[src/rtl/oam_dma_ctrl_if.sv]
// oam_dma_ctrl_if -- signal bundle between the OAM DMA controller and the
// surrounding CPU / system bus / PPU environment.
//   cpu_addr, cpu_we, cpu_data_out : CPU write cycle watched for the $4014 trigger
//   bus_data_in                    : system bus read data during a DMA read
//   rdy, busy, bus_master          : CPU halt / controller status
//   dma_addr, dma_rd               : DMA source read cycle
//   ppu_reg_cs, ppu_reg_addr,
//   ppu_data                       : OAMDATA write towards the PPU
// Modports: master = the DMA controller, slave = the environment driving it.
interface oam_dma_ctrl_if;
  logic [15:0] cpu_addr;
  logic        cpu_we;
  logic [7:0]  cpu_data_out;
  logic [7:0]  bus_data_in;
  logic        rdy;
  logic        bus_master;
  logic [15:0] dma_addr;
  logic        dma_rd;
  logic        ppu_reg_cs;
  logic [2:0]  ppu_reg_addr;
  logic [7:0]  ppu_data;
  logic        busy;

  modport master (
    input  cpu_addr, cpu_we, cpu_data_out, bus_data_in,
    output rdy, bus_master, dma_addr, dma_rd,
           ppu_reg_cs, ppu_reg_addr, ppu_data, busy
  );

  modport slave (
    output cpu_addr, cpu_we, cpu_data_out, bus_data_in,
    input  rdy, bus_master, dma_addr, dma_rd,
           ppu_reg_cs, ppu_reg_addr, ppu_data, busy
  );
endinterface

[src/rtl/oam_dma_ctrl.sv]
// oam_dma_ctrl -- sprite (OAM) DMA engine. A CPU write to $4014 halts the CPU
// and copies the 256-byte page {data,8'h00}..{data,8'hFF} into OAMDATA, one
// read cycle plus one write cycle per byte, with one extra alignment cycle
// when the halt lands on an odd CPU cycle.
// Ports:
//   clk     : CPU cycle clock
//   nres_in : asynchronous active-low reset
//   bus     : oam_dma_ctrl_if.master (CPU trigger in, DMA read, PPU write,
//             rdy/busy/bus_master status). All outputs decode registered
//             state only.
module oam_dma_ctrl (
  input  logic           clk,
  input  logic           nres_in,
  oam_dma_ctrl_if.master bus
);

  typedef enum logic [2:0] {IDLE, HALT, ALIGN, READ, WRITE} state_e;

  state_e      state_q, state_d;
  logic [7:0]  page_q, page_d;
  logic [7:0]  idx_q, idx_d;
  logic [7:0]  dat_q, dat_d;
  logic        par_q;
  logic        trigger;

  logic        rdy_c, busy_c, bus_master_c, dma_rd_c, ppu_reg_cs_c;
  logic [15:0] dma_addr_c;

  assign trigger = bus.cpu_we && (bus.cpu_addr == 16'h4014);

  // State register
  always_ff @(posedge clk or negedge nres_in) begin
    if (!nres_in) state_q <= IDLE;
    else          state_q <= state_d;
  end

  // Next-state logic
  always_comb begin
    state_d = state_q;
    case (state_q)
      IDLE:    if (trigger) state_d = HALT;
      HALT:    state_d = par_q ? ALIGN : READ;
      ALIGN:   state_d = READ;
      READ:    state_d = WRITE;
      WRITE:   state_d = (idx_q == 8'hFF) ? IDLE : READ;
      default: state_d = IDLE;
    endcase
  end

  // Datapath next values; idx saturates at $FF so the page never wraps.
  always_comb begin
    page_d = page_q;
    idx_d  = idx_q;
    dat_d  = dat_q;
    case (state_q)
      IDLE: if (trigger) begin
        page_d = bus.cpu_data_out;
        idx_d  = '0;
      end
      READ:  dat_d = bus.bus_data_in;
      WRITE: if (idx_q != 8'hFF) idx_d = idx_q + 8'd1;
      default: ;
    endcase
  end

  // Datapath registers; par is a free-running CPU cycle parity.
  always_ff @(posedge clk or negedge nres_in) begin
    if (!nres_in) begin
      page_q <= '0;
      idx_q  <= '0;
      dat_q  <= '0;
      par_q  <= 1'b0;
    end else begin
      page_q <= page_d;
      idx_q  <= idx_d;
      dat_q  <= dat_d;
      par_q  <= ~par_q;
    end
  end

  // Output decode from registered state
  always_comb begin
    rdy_c        = 1'b0;
    busy_c       = 1'b1;
    bus_master_c = 1'b0;
    dma_rd_c     = 1'b0;
    ppu_reg_cs_c = 1'b0;
    dma_addr_c   = '0;
    case (state_q)
      IDLE: begin
        rdy_c  = 1'b1;
        busy_c = 1'b0;
      end
      READ: begin
        bus_master_c = 1'b1;
        dma_rd_c     = 1'b1;
        dma_addr_c   = {page_q, idx_q};
      end
      WRITE: begin
        bus_master_c = 1'b1;
        ppu_reg_cs_c = 1'b1;
      end
      default: ;
    endcase
  end

  assign bus.rdy          = rdy_c;
  assign bus.busy         = busy_c;
  assign bus.bus_master   = bus_master_c;
  assign bus.dma_rd       = dma_rd_c;
  assign bus.dma_addr     = dma_addr_c;
  assign bus.ppu_reg_cs   = ppu_reg_cs_c;
  assign bus.ppu_reg_addr = 3'd4;
  assign bus.ppu_data     = dat_q;

endmodule

[src/flat_wrapper.sv]
// flat-port wrapper written by rule: the top's interface ports become plain ports
module oam_dma_ctrl_flat 
  (clk, nres_in, bus_cpu_addr, bus_cpu_we, bus_cpu_data_out, bus_bus_data_in, bus_rdy, bus_bus_master, bus_dma_addr, bus_dma_rd, bus_ppu_reg_cs, bus_ppu_reg_addr, bus_ppu_data, bus_busy);
  oam_dma_ctrl_if bus_i ();
  input  logic clk;
  input  logic nres_in;
  input wire logic [$bits(bus_i.cpu_addr)-1:0] bus_cpu_addr;
  input wire logic [$bits(bus_i.cpu_we)-1:0] bus_cpu_we;
  input wire logic [$bits(bus_i.cpu_data_out)-1:0] bus_cpu_data_out;
  input wire logic [$bits(bus_i.bus_data_in)-1:0] bus_bus_data_in;
  output wire logic [$bits(bus_i.rdy)-1:0] bus_rdy;
  output wire logic [$bits(bus_i.bus_master)-1:0] bus_bus_master;
  output wire logic [$bits(bus_i.dma_addr)-1:0] bus_dma_addr;
  output wire logic [$bits(bus_i.dma_rd)-1:0] bus_dma_rd;
  output wire logic [$bits(bus_i.ppu_reg_cs)-1:0] bus_ppu_reg_cs;
  output wire logic [$bits(bus_i.ppu_reg_addr)-1:0] bus_ppu_reg_addr;
  output wire logic [$bits(bus_i.ppu_data)-1:0] bus_ppu_data;
  output wire logic [$bits(bus_i.busy)-1:0] bus_busy;
  assign bus_i.cpu_addr = bus_cpu_addr;
  assign bus_i.cpu_we = bus_cpu_we;
  assign bus_i.cpu_data_out = bus_cpu_data_out;
  assign bus_i.bus_data_in = bus_bus_data_in;
  assign bus_rdy = bus_i.rdy;
  assign bus_bus_master = bus_i.bus_master;
  assign bus_dma_addr = bus_i.dma_addr;
  assign bus_dma_rd = bus_i.dma_rd;
  assign bus_ppu_reg_cs = bus_i.ppu_reg_cs;
  assign bus_ppu_reg_addr = bus_i.ppu_reg_addr;
  assign bus_ppu_data = bus_i.ppu_data;
  assign bus_busy = bus_i.busy;
  oam_dma_ctrl u_core (.clk(clk), .nres_in(nres_in), .bus(bus_i));
endmodule
[config.mk]
export PLATFORM = sky130hd
export DESIGN_NAME = oam_dma_ctrl_flat
export DESIGN_NICKNAME = d
export VERILOG_FILES = /design/src/rtl/oam_dma_ctrl_if.sv /design/src/rtl/oam_dma_ctrl.sv /design/src/flat_wrapper.sv
export SDC_FILE = /design/constraint.sdc
export NUM_CORES = 1
export LEC_CHECK = 0
export BUFFER_PORTS_ARGS = -buffer_cell sky130_fd_sc_hd__buf_2
export CAP_MARGIN = 20
export CELL_PAD_IN_SITES_DETAIL_PLACEMENT = 1
export CELL_PAD_IN_SITES_GLOBAL_PLACEMENT = 2
export CORE_ASPECT_RATIO = 0.7
export CORE_MARGIN = 3
export CORE_UTILIZATION = 27
export CTS_CLUSTER_SIZE = 20
export DETAILED_ROUTE_END_ITERATION = 6
export PLACE_DENSITY_LB_ADDON = 0.1
export SLEW_MARGIN = 40
export SYNTH_ARGS = -nofsm -noshare
export SYNTH_HDL_FRONTEND = slang
export SYNTH_SLANG_ARGS = --single-unit
[constraint.sdc]
create_clock -name clk -period 2.1 [get_ports clk]
set_input_delay 0.105 -clock clk [delete_from_list [all_inputs] [get_ports clk]]
set_output_delay 0.105 -clock clk [all_outputs]
set_load 0.02 [all_outputs]
==> key figures, run 1 <==
Global route
  – Total Routing Usage GR: 13.2%
  – Largest net degree at the start of global routing: 29
  – First-pass GRT wire length: between 6 and 7 mm
  – Vias in the first global route: 1,376
  – Initial antenna violation count: 0
  – Total gr overflow: 0

Timing
  – Worst-Margin Slew: 0.623 ns
  – Final period util: about 87%
  – Unrepaired setup endpoints after global routing: no
  – Fin. Hold Viols: 0
  – Achievable frequency: about 550 MHz
  – Clock Skews: 0.00241 ns
  – Pins over their slew limit: 0
  – Normalized max-slew margin: 58.4%
  – Final Setup Violations: 0
  – Period minus WS final: 1.83 ns
  – Setup TNS: 0 ns

Placement
  – Area after DPL: 0.00180 mm²
  – DP HPWL: 3.01 mm
  – Routability-driven placement congestion ratio: approximately 0.79
  – Placed cell count: 261
  – # port buffers: 63

Floorplanning
  – Placement Rows: 21
  – Die height: about 67 µm
  – Die X: 93.0 µm
  – I/O Pins: 67
  – Die area: 0.00622 mm²
  – Initial Util: between 20% and 30%
  – Core Area: between 0.004 and 0.005 mm²

Clocking
  – Clk slew on worst S/H paths: 0.10 ns
  – CTS max path bufs: 2
  – CTS Root Buffer Type: clkbuf_8
  – Post-CTS Setup Bufs: 0
  – CTS Buf Count: 3
  – Worst skew pair latency: about 0.28 ns
  – TritonCTS clock tree: done
  – H-tree depth: 1
  – CTS Sinks: 28
  – Post_cts resized: 0
  – Hold Buf Count CTS: 1

Min path
  – Tightest Hold Check Type: input pin to flip-flop

Critical path
  – Worst r2r src: u_core.state_q[1]$_DFFE_PN0P_
  – Crit. End Element: primary output
  – R2R cell count: 3
  – FF-to-FF End: u_core.state_q[0]$_DFFE_PN0P_
  – Crit path launch type: flip-flop
  – R2r setup slk: roughly 0.32 ns
  – CP Max Fanout: 10
  – Crit path kind: flip-flop to primary output
  – Worst EP arrival: ~1.7 ns
  – Worst setup path end: bus_ppu_reg_cs
  – Worst EP required: 2.00 ns
  – Crit path from: u_core.state_q[1]$_DFFE_PN0P_

Final layout
  – Final design utilization: a little under two fifths
  – Fin cells: 266
  – # diodes: 0
  – Nets: 234
  – Share of layout cells above drive strength 1: 45.2%
  – P&R area growth vs syn: 31.9%
  – Design area: between 0.0015 and 0.002 mm²

Pwr
  – Tot Pwr: 2.46 mW
  – LEAKAGE: 0.943 nW
  – IR drop worst, VDD: 0.432 mV
  – PwrDens: 1310 mW/mm²

Logic synthesis
  – Async SR Flop Fraction: 100%
  – Yosys warnings: 0
  – #FFs+latches synth: 28
  – Top post-synthesis cells by area: dfrtp_1 49%, mux2_2 13%, and2_1 7.0%
  – Number of flops mapped to enable cells by yosys: 0
  – Leading area contributor after synthesis: dfrtp_1
  – Mapped cell area: 0.00143 mm²
  – Seq/Total Area, Yosys: 49.0%
  – Synthesized netlist cell count: 133
  – Unique masters post-synth: 36
  – Top_reg_cell synth: dfrtp_1
  – Synth Area per Inst: around 11 µm²
  – Top-area cell type share of the netlist area: 49.0%

Drt
  – Met3 Wirelength: 215 µm
  – Routed WL: between 3 and 4 mm
  – Met1 Wirelength: 1.72 mm
  – Avg WL per Cell: 14.5 µm
  – Via density: around 4.7
  – Via Count: 1,254
  – Remaining DRCs: 0
  – Highest metal used: met4
  – Met2 WL post-DR: around 1.9 mm
  – TritonRoute pass-1 iters: 4
  – ANT nets after route: 0
  – DRT iter0 DRCs: 24

Run
  – MaxCap Viol Count: 0

Outcome
  – Status: finished, final reports clean
[critical path, stage by stage (launching register included)]
cell,delay (ns)
dfrtp_1,0.45
or3b_1,0.54
inv_1,0.24
buf_2,0.21
[sequential cells by signal, indices dropped and copies added (netlist names)]
| name | flops |
|---|---|
| u_core.par_q | 1 |
| u_core.page_q | 8 |
| u_core.bus.ppu_data | 8 |
| u_core.state_q | 3 |
| u_core.idx_q | 8 |
[synthesized netlist by cell type, types with 2 or more instances]
cell and instances:
nand4_1 2, conb_1 2, nand2_1 9, clkbuf_1 2, and2_1 16, o21ai_0 8, nor4b_1 2, mux2_2 16
or3_1 2, nor2_1 3, o211ai_1 5, nor2b_1 2, inv_1 4, dfrtp_1 28, o22ai_1 2, buf_4 4
nand3_1 7
[placed cells by master (no fill, tap or decap), types with 2 or more instances in the layout]
| cell type | count |
|---|---|
| buf_2 | 63 |
| dfrtp_1 | 28 |
| nand4_1 | 2 |
| buf_4 | 3 |
| nor2b_1 | 2 |
| conb_1 | 3 |
| or3_1 | 2 |
| nor4b_1 | 2 |
| o211ai_1 | 5 |
| nand3_1 | 7 |
| o21ai_0 | 8 |
| inv_1 | 4 |
| nand2_1 | 9 |
| and2_1 | 16 |
| o22ai_1 | 2 |
| mux2_2 | 16 |
| nor2_1 | 3 |
| clkbuf_8 | 3 |
[per-layer routing]
layer	up-vias	global-route usage [%]
li1	598	-
met1	625	15.6
met2	27	23.4
met3	4	3.84
met4	0	3.84
met5	-	0
[per-stage QoR]
stage,worst slack (ns),hold WS (ns)
after floorplan,0.193,-0.191
after global placement,0.320,0.167
after detailed placement,0.291,0.172
after CTS,0.259,0.0433
after global routing,0.139,0.0477
final,0.275,0.0550
[report_power, final]
part           total (mW)  switching, mW  internal, mW  leakage (nW)
logic                1.15          0.675         0.480         0.576
clock network       0.426          0.171         0.255        0.0357
registers           0.883          0.177         0.706         0.332
[cell type report]
cell class,count,area [µm²]
well taps,69,86.3
flip-flops and latches,28,701
fillers,601,3060
inverters,4,15.0
clock inverters,1,30.0
clock buffers,3,41.3
multi-input cells,94,663
repair buffers,67,348
[logic make-up after synthesis]
kind of cell	Yosys count	share of synthesized area, %
other	2	0.526
AOI/OAI and AO/OA	20	9.63
muxes	16	12.6
buffers and inverters	12	4.82
and+or+nand+nor	52	21.3
DFF	28	49.0
xor gates and xnor gates	2	1.23
adders and majority gates	1	0.876
[worst min path at each step]
stage | end | cells after the start | start
after global routing | u_core.page_q[5]$_DFFE_PN0P_ | 2 | bus_cpu_data_out[5]
final | u_core.page_q[0]$_DFFE_PN0P_ | 2 | bus_cpu_data_out[0]
after CTS | u_core.bus.ppu_data[2]$_DFFE_PN0N_ | 2 | bus_bus_data_in[2]
after global placement | u_core.page_q[3]$_DFFE_PN0P_ | 1 | nres_in
after detailed placement | u_core.page_q[2]$_DFFE_PN0P_ | 1 | nres_in
after floorplan | u_core.bus.ppu_data[0]$_DFFE_PN0N_ | 0 | nres_in
Power figures use the tool's default switching activity.
==> inputs of run 2 (changes only) <==
--- a/config.mk
+++ b/config.mk
@@ -14,7 +14,7 @@
 export CORE_UTILIZATION = 27
 export CTS_CLUSTER_SIZE = 20
 export DETAILED_ROUTE_END_ITERATION = 6
-export PLACE_DENSITY_LB_ADDON = 0.1
+export PLACE_DENSITY = 0.88
 export SLEW_MARGIN = 40
 export SYNTH_ARGS = -nofsm -noshare
 export SYNTH_HDL_FRONTEND = slang
==> run 2 against run 1 <==
  * Clock power fell by 22%
  * Global-route usage fell by 1.0 points
  * Critical path depth rose by 2
  * First-iteration DRC count rose by 150%
  * Highest routed layer unchanged
==> key figures, run 2 (synthesized netlist as in run 1, its figures left out) <==
Final layout
  – Fillers: 595 (-1.0%)
  – Reg area: 701 µm² (unchanged)
  – Fin cells: 266 (unchanged)
  – # diodes: 0 (unchanged)
  – Share of layout cells above drive strength 1: 45.2% (unchanged)
  – Design area: 0.00187 mm² (-0.86%)
  – Final design utilization: 37.8% (-0.33 points)
  – Multi-input gate area: 663 µm² (unchanged)
  – Nets: 234 (unchanged)
  – P&R area growth vs syn: 30.7%
  – Leading cell types in the layout, fill and taps excluded: 63 x buf_2, 28 x dfrtp_1, 16 x and2_1, 16 x mux2_2, 9 x nand2_1
  – Commonest non-fill, non-tap cell in the layout: buf_2

Floorplanning
  – Initial Util: 28.9% (unchanged)
  – Die height: 66.9 µm (unchanged)
  – Core Area: 0.00494 mm² (unchanged)
  – Placement Rows: 21 (unchanged)
  – I/O Pins: 67 (unchanged)
  – Die X: 93.0 µm (unchanged)
  – Die area: 0.00622 mm² (unchanged)

Placement
  – Area after DPL: 0.00180 mm² (unchanged)
  – DP HPWL: 2.90 mm (-3.7%)
  – Placed cell count: 261 (unchanged)
  – # port buffers: 63 (unchanged)
  – Routability-driven placement congestion ratio: 0.767 (-2.7%)

Min path
  – Hold Path Stages: 2 (unchanged)
  – Tightest Hold Check Type: input pin to flip-flop

Drt
  – ANT nets after route: 0 (unchanged)
  – Via density: 4.59 (-2.6%)
  – Via Count: 1,221 (-2.6%)
  – Remaining DRCs: 0 (unchanged)
  – DRT iter0 DRCs: 59 (+150%)
  – TritonRoute pass-1 iters: 6 (+2)
  – Routed WL: 3.67 mm (-4.6%)
  – Avg WL per Cell: 13.8 µm (-4.6%)

Timing
  – Hold_ws: 0.0609 ns (+0.00593 ns)
  – Fin. Hold Viols: 0 (unchanged)
  – Final Setup Violations: 0 (unchanged)
  – Worst-Margin Slew: 0.639 ns (+0.0156 ns)
  – Setup TNS: 0 ns (unchanged)
  – Final period util: 87.5% (+0.59 points)
  – Normalized max-slew margin: 57.4% (-1.0 points)
  – Period minus WS final: 1.84 ns (+0.0123 ns)
  – Clock Skews: 0.00141 ns (-0.00101 ns)
  – Achievable frequency: 544 MHz (-0.67%)
  – Pins over their slew limit: 0 (unchanged)
  – Unrepaired setup endpoints after global routing: no

Clocking
  – CTS Root Buffer Type: clkbuf_8
  – Clk slew on worst S/H paths: 0.09 ns (about the same)
  – H-tree depth: 1 (unchanged)
  – CTS max path bufs: 2 (unchanged)
  – Post-CTS Setup Bufs: 0 (unchanged)
  – TritonCTS clock tree: done
  – CTS Sinks: 28 (unchanged)
  – Worst skew pair latency: 0.27 ns (about the same)
  – CTS Buf Count: 3 (unchanged)

Critical path
  – CP Max Fanout: 16 (+6)
  – Crit path kind: flip-flop to primary output
  – Crit. End Element: primary output
  – R2R cell count: 3 (unchanged)
  – Crit path launch type: flip-flop
  – Worst EP required: 2.00 ns (about the same)
  – Worst EP arrival: 1.73 ns (about the same)

Pwr
  – IR drop worst, VDD: 0.689 mV (+60%)
  – PwrDens: 1270 mW/mm² (-3.1%)
  – LEAKAGE: 0.936 nW (-0.74%)

Outcome
  – Status: finished, final reports clean

Global route
  – Vias in the first global route: 1,262 (-8.3%)
  – Largest net degree at the start of global routing: 29 (unchanged)
  – Initial antenna violation count: 0 (unchanged)
  – Total Routing Usage GR: 12.1% (-1.0 points)
  – First-pass GRT wire length: 6.00 mm (-6.6%)
  – Total gr overflow: 0 (unchanged)

Run
  – MaxCap Viol Count: 0 (unchanged)
[run 2: cell count changes in the layout (fill, tap and decap cells not counted), sizes merged]
cell / delta
bufinv: -1
clkbuf: +1
[run 2: worst paths after layout]
kind / to / startpoint / slack [ns]
worst max-delay path: bus_dma_addr[15] / u_core.state_q[0]$_DFFE_PN0P_ / 0.26
worst min-delay path: u_core.bus.ppu_data[5]$_DFFE_PN0N_ / bus_bus_data_in[5] / 0.06
worst max register to register: u_core.state_q[0]$_DFFE_PN0P_ / u_core.state_q[2]$_DFFE_PN0P_ / 0.34
worst min register to register: u_core.par_q$_DFF_PN0_ / u_core.par_q$_DFF_PN0_ / 0.42
max in group asynchronous: u_core.bus.ppu_data[3]$_DFFE_PN0N_ / nres_in / 1.29
min in group asynchronous: u_core.idx_q[4]$_DFFE_PN0P_ / nres_in / 0.39
[run 2: power by group]
group,leakage [nW],switching (mW),internal [mW],total [mW]
registers,0.332,0.179,0.706,0.885
clock network,0.0288,0.163,0.168,0.331
logic,0.576,0.671,0.480,1.15
total,0.936,1.01,1.35,2.37
[run 2: area by class of cell]
cell class | instances | share of cell area, %
repair buffers | 67 | 18.6
clock buffers | 4 | 2.95
well taps | 69 | 4.62
inverters | 4 | 0.804
flip-flops and latches | 28 | 37.5
multi-input cells | 94 | 35.5
[run 2: what timing repair did]
action                                 4_1_cts  5_1_grt
resized for setup                            0        0
endpoints found under the hold margin       28        0
hold buffers                                 1        0
[run 2: worst max-delay path, stage by stage, from the launching register on]
cell,delay (ns)
dfrtp_1,0.44
nand2_1,0.11
nor2_1,0.33
buf_4,0.27
and2_1,0.15
buf_2,0.16
[run 2: stage by stage]
stage	worst slack (ns)	power [mW]
final	0.262	2.37
after global placement	0.354	2.04
after global routing	0.107	2.56
after detailed placement	0.336	2.07
after CTS	0.209	2.41
after floorplan	0.193	1.65
[run 2: metal layers]
layer	GRT usage, %	part of all wire (%)
met5	0	0
met4	1.65	0.60
met3	4.06	7.7
met2	19.1	45
met1	16.6	47
==> inputs of run 3 (changes only) <==
==> constraint.sdc (replaced) <==
create_clock -name clk -period 2.1 [get_ports clk]
set_input_delay 0.105 -clock clk [delete_from_list [all_inputs] [get_ports clk]]
set_output_delay 0.105 -clock clk [all_outputs]
set_load 0.1 [all_outputs]
==> run 3 against run 2 <==
  * Register-to-register slack lost 0.05 ns
  * Worst setup slack lost 0.087 ns
  * Global-route usage grew 0.71 points
  * Die area is the same
  * Critical path depth shrank 2
  * Non-clock buffer count shrank 2
  * Wire length grew 5.4%
  * Sequential share of layout area shrank 5.4 points
  * Critical path type unchanged
==> key figures, run 3 (synthesized netlist as in run 1, its figures left out) <==
Timing
  – Achievable frequency: 520 MHz (-4.5%)
  – Setup TNS: 0 ns (unchanged)
  – Normalized max-slew margin: 57.1% (-0.25 points)
  – Pins over their slew limit: 0 (unchanged)
  – Period minus WS final: 1.92 ns (+0.0869 ns)
  – Worst-Margin Slew: 0.643 ns (+0.00381 ns)
  – Final period util: 91.6% (+4.1 points)
  – Final Setup Violations: 0 (unchanged)
  – Fin. Hold Viols: 0 (unchanged)
  – Unrepaired setup endpoints after global routing: no
  – Clock Skews: 0.00334 ns (+0.00193 ns)

Clocking
  – CTS Root Buffer Type: clkbuf_8
  – H-tree depth: 1 (unchanged)
  – CTS max path bufs: 2 (unchanged)
  – CTS Sinks: 28 (unchanged)
  – Worst skew pair latency: 0.27 ns (about the same)
  – Clk slew on worst S/H paths: 0.09 ns (about the same)
  – CTS Buf Count: 3 (unchanged)
  – TritonCTS clock tree: done

Placement
  – Area after DPL: 0.00211 mm² (+17%)
  – Routability-driven placement congestion ratio: 0.763 (-0.46%)
  – DP HPWL: 3.05 mm (+5.1%)
  – # port buffers: 63 (unchanged)

Run
  – MaxCap Viol Count: 0 (unchanged)

Critical path
  – Worst path cell trace: or3b_1 > inv_1 > buf_12
  – Slowest cell delay on critical path: 0.53 ns (+0.09 ns)
  – Slowest CP cell: or3b_1
  – Worst EP required: 2.00 ns (about the same)
  – Worst EP arrival: 1.82 ns (+0.09 ns)
  – CP Max Fanout: 10 (-6)
  – CP bufs+invs: 2 (unchanged)
  – Crit path kind: flip-flop to primary output
  – R2R cell count: 3 (unchanged)
  – Crit-path leading delay family: simple AND/OR/NAND/NOR gates
  – Crit. End Element: primary output
  – Number of cells on the critical path: 3 (-2)
  – Crit path launch type: flip-flop

Floorplanning
  – I/O Pins: 67 (unchanged)
  – Die area: 0.00622 mm² (unchanged)
  – Core Area: 0.00494 mm² (unchanged)
  – Initial Util: 28.9% (unchanged)
  – Die X: 93.0 µm (unchanged)
  – Placement Rows: 21 (unchanged)
  – Die height: 66.9 µm (unchanged)

Final layout
  – Leading cell types in the layout, fill and taps excluded: 44 x buf_2, 28 x dfrtp_1, 19 x buf_12
  – # diodes: 0 (unchanged)
  – Commonest non-fill, non-tap cell in the layout: buf_2
  – Share of layout cells above drive strength 1: 50.3% (+5.1 points)
  – Multi-input gate area: 706 µm² (+6.4%)
  – P&R area growth vs syn: 52.6%
  – Reg area: 701 µm² (unchanged)
  – Fillers: 570 (-4.2%)
  – Nets: 232 (-0.85%)
  – Design area: 0.00218 mm² (+17%)

Global route
  – Vias in the first global route: 1,260 (-0.16%)
  – Initial antenna violation count: 0 (unchanged)
  – First-pass GRT wire length: 6.28 mm (+4.6%)
  – Total Routing Usage GR: 12.9% (+0.71 points)
  – Largest net degree at the start of global routing: 29 (unchanged)
  – Total gr overflow: 0 (unchanged)

Drt
  – Avg WL per Cell: 14.7 µm (+6.2%)
  – TritonRoute pass-1 iters: 4 (-2)
  – Routed WL: 3.87 mm (+5.4%)
  – ANT nets after route: 0 (unchanged)
  – Via Count: 1,237 (+1.3%)
  – Remaining DRCs: 0 (unchanged)
  – Via density: 4.69 (+2.1%)
  – DRT iter0 DRCs: 54 (-8.5%)

Outcome
  – Status: finished, final reports clean

Min path
  – Hold Path Stages: 2 (unchanged)
  – Tightest Hold Check Type: input pin to flip-flop
==> run 3: changes by cell type in the layout (fill, tap and decap cells not counted), moves of 3 or more <==
cell,delta
and2_1,-9
mux2_2,-4
and2_2,+9
buf_12,+19
mux2_4,+4
buf_4,-3
buf_2,-19
==> run 3: stage by stage <==
stage | cells | setup slack [ns] | util (%) | hold WS [ns]
floorplan | 134 | -0.219 | - | -0.191
global placement | 259 | 0.278 | 42.7 | 0.166
detailed placement | 259 | 0.262 | 42.7 | 0.174
CTS | 264 | 0.102 | 44.0 | 0.0474
global route | 264 | 0.0451 | 44.1 | 0.0385
finish | 264 | 0.176 | 44.1 | 0.0596
==> run 3: area by class of cell <==
cell class                      instances  area share (%)
Sequential cell                        28            32.1
Timing Repair Buffer                   65            28.3
Inverter                                4           0.688
Tap cell                               69            3.96
Clock buffer                            4            2.52
Multi-Input combinational cell         94            32.4
==> run 3: worst register-to-register path, cell delays in order (launching register included) <==
cell	delay [ns]
dfrtp_1	0.51
or3b_1	0.53
a41o_1	0.39
a221oi_2	0.30
==> run 3: path summary, 6_finish.rpt <==
check                                                endpoint                          start  slack (ns)
setup / recovery                               bus_ppu_reg_cs  u_core.state_q[2]$_DFFE_PN0P_        0.18
hold / removal             u_core.bus.ppu_data[2]$_DFFE_PN0N_             bus_bus_data_in[2]        0.06
setup reg to reg                u_core.state_q[0]$_DFFE_PN0P_  u_core.state_q[2]$_DFFE_PN0P_        0.29
hold reg to reg                        u_core.par_q$_DFF_PN0_         u_core.par_q$_DFF_PN0_        0.43
max in group asynchronous       u_core.state_q[1]$_DFFE_PN0P_                        nres_in        1.29
min in group asynchronous         u_core.idx_q[4]$_DFFE_PN0P_                        nres_in        0.38
==> run 3: layer usage <==
layer  vias to the layer above  track usage (%)  share of wire, %  wire length, µm
met5                         -                0                 0                0
met4                         0             2.19              0.65               25
met3                         2             3.72               5.4              211
met2                        36             20.7                47             1830
met1                       607             17.4                47             1810
li1                        592                -                 -                -
==> run 3: what timing repair did <==
| item | 4_1_cts | 5_1_grt |
|---|---|---|
| hold buffers | 1 | 0 |
| endpoints found under the setup margin | 0 | 6 |
| resized for setup | 0 | 2 |
| hold endpoints to repair | 28 | 0 |
| buffers inserted | 0 | 0 |
Power of run 3 is left out: the tool's default activity adds up to more than one toggle a clock period on the data nets, which glitch-free logic cannot reach.
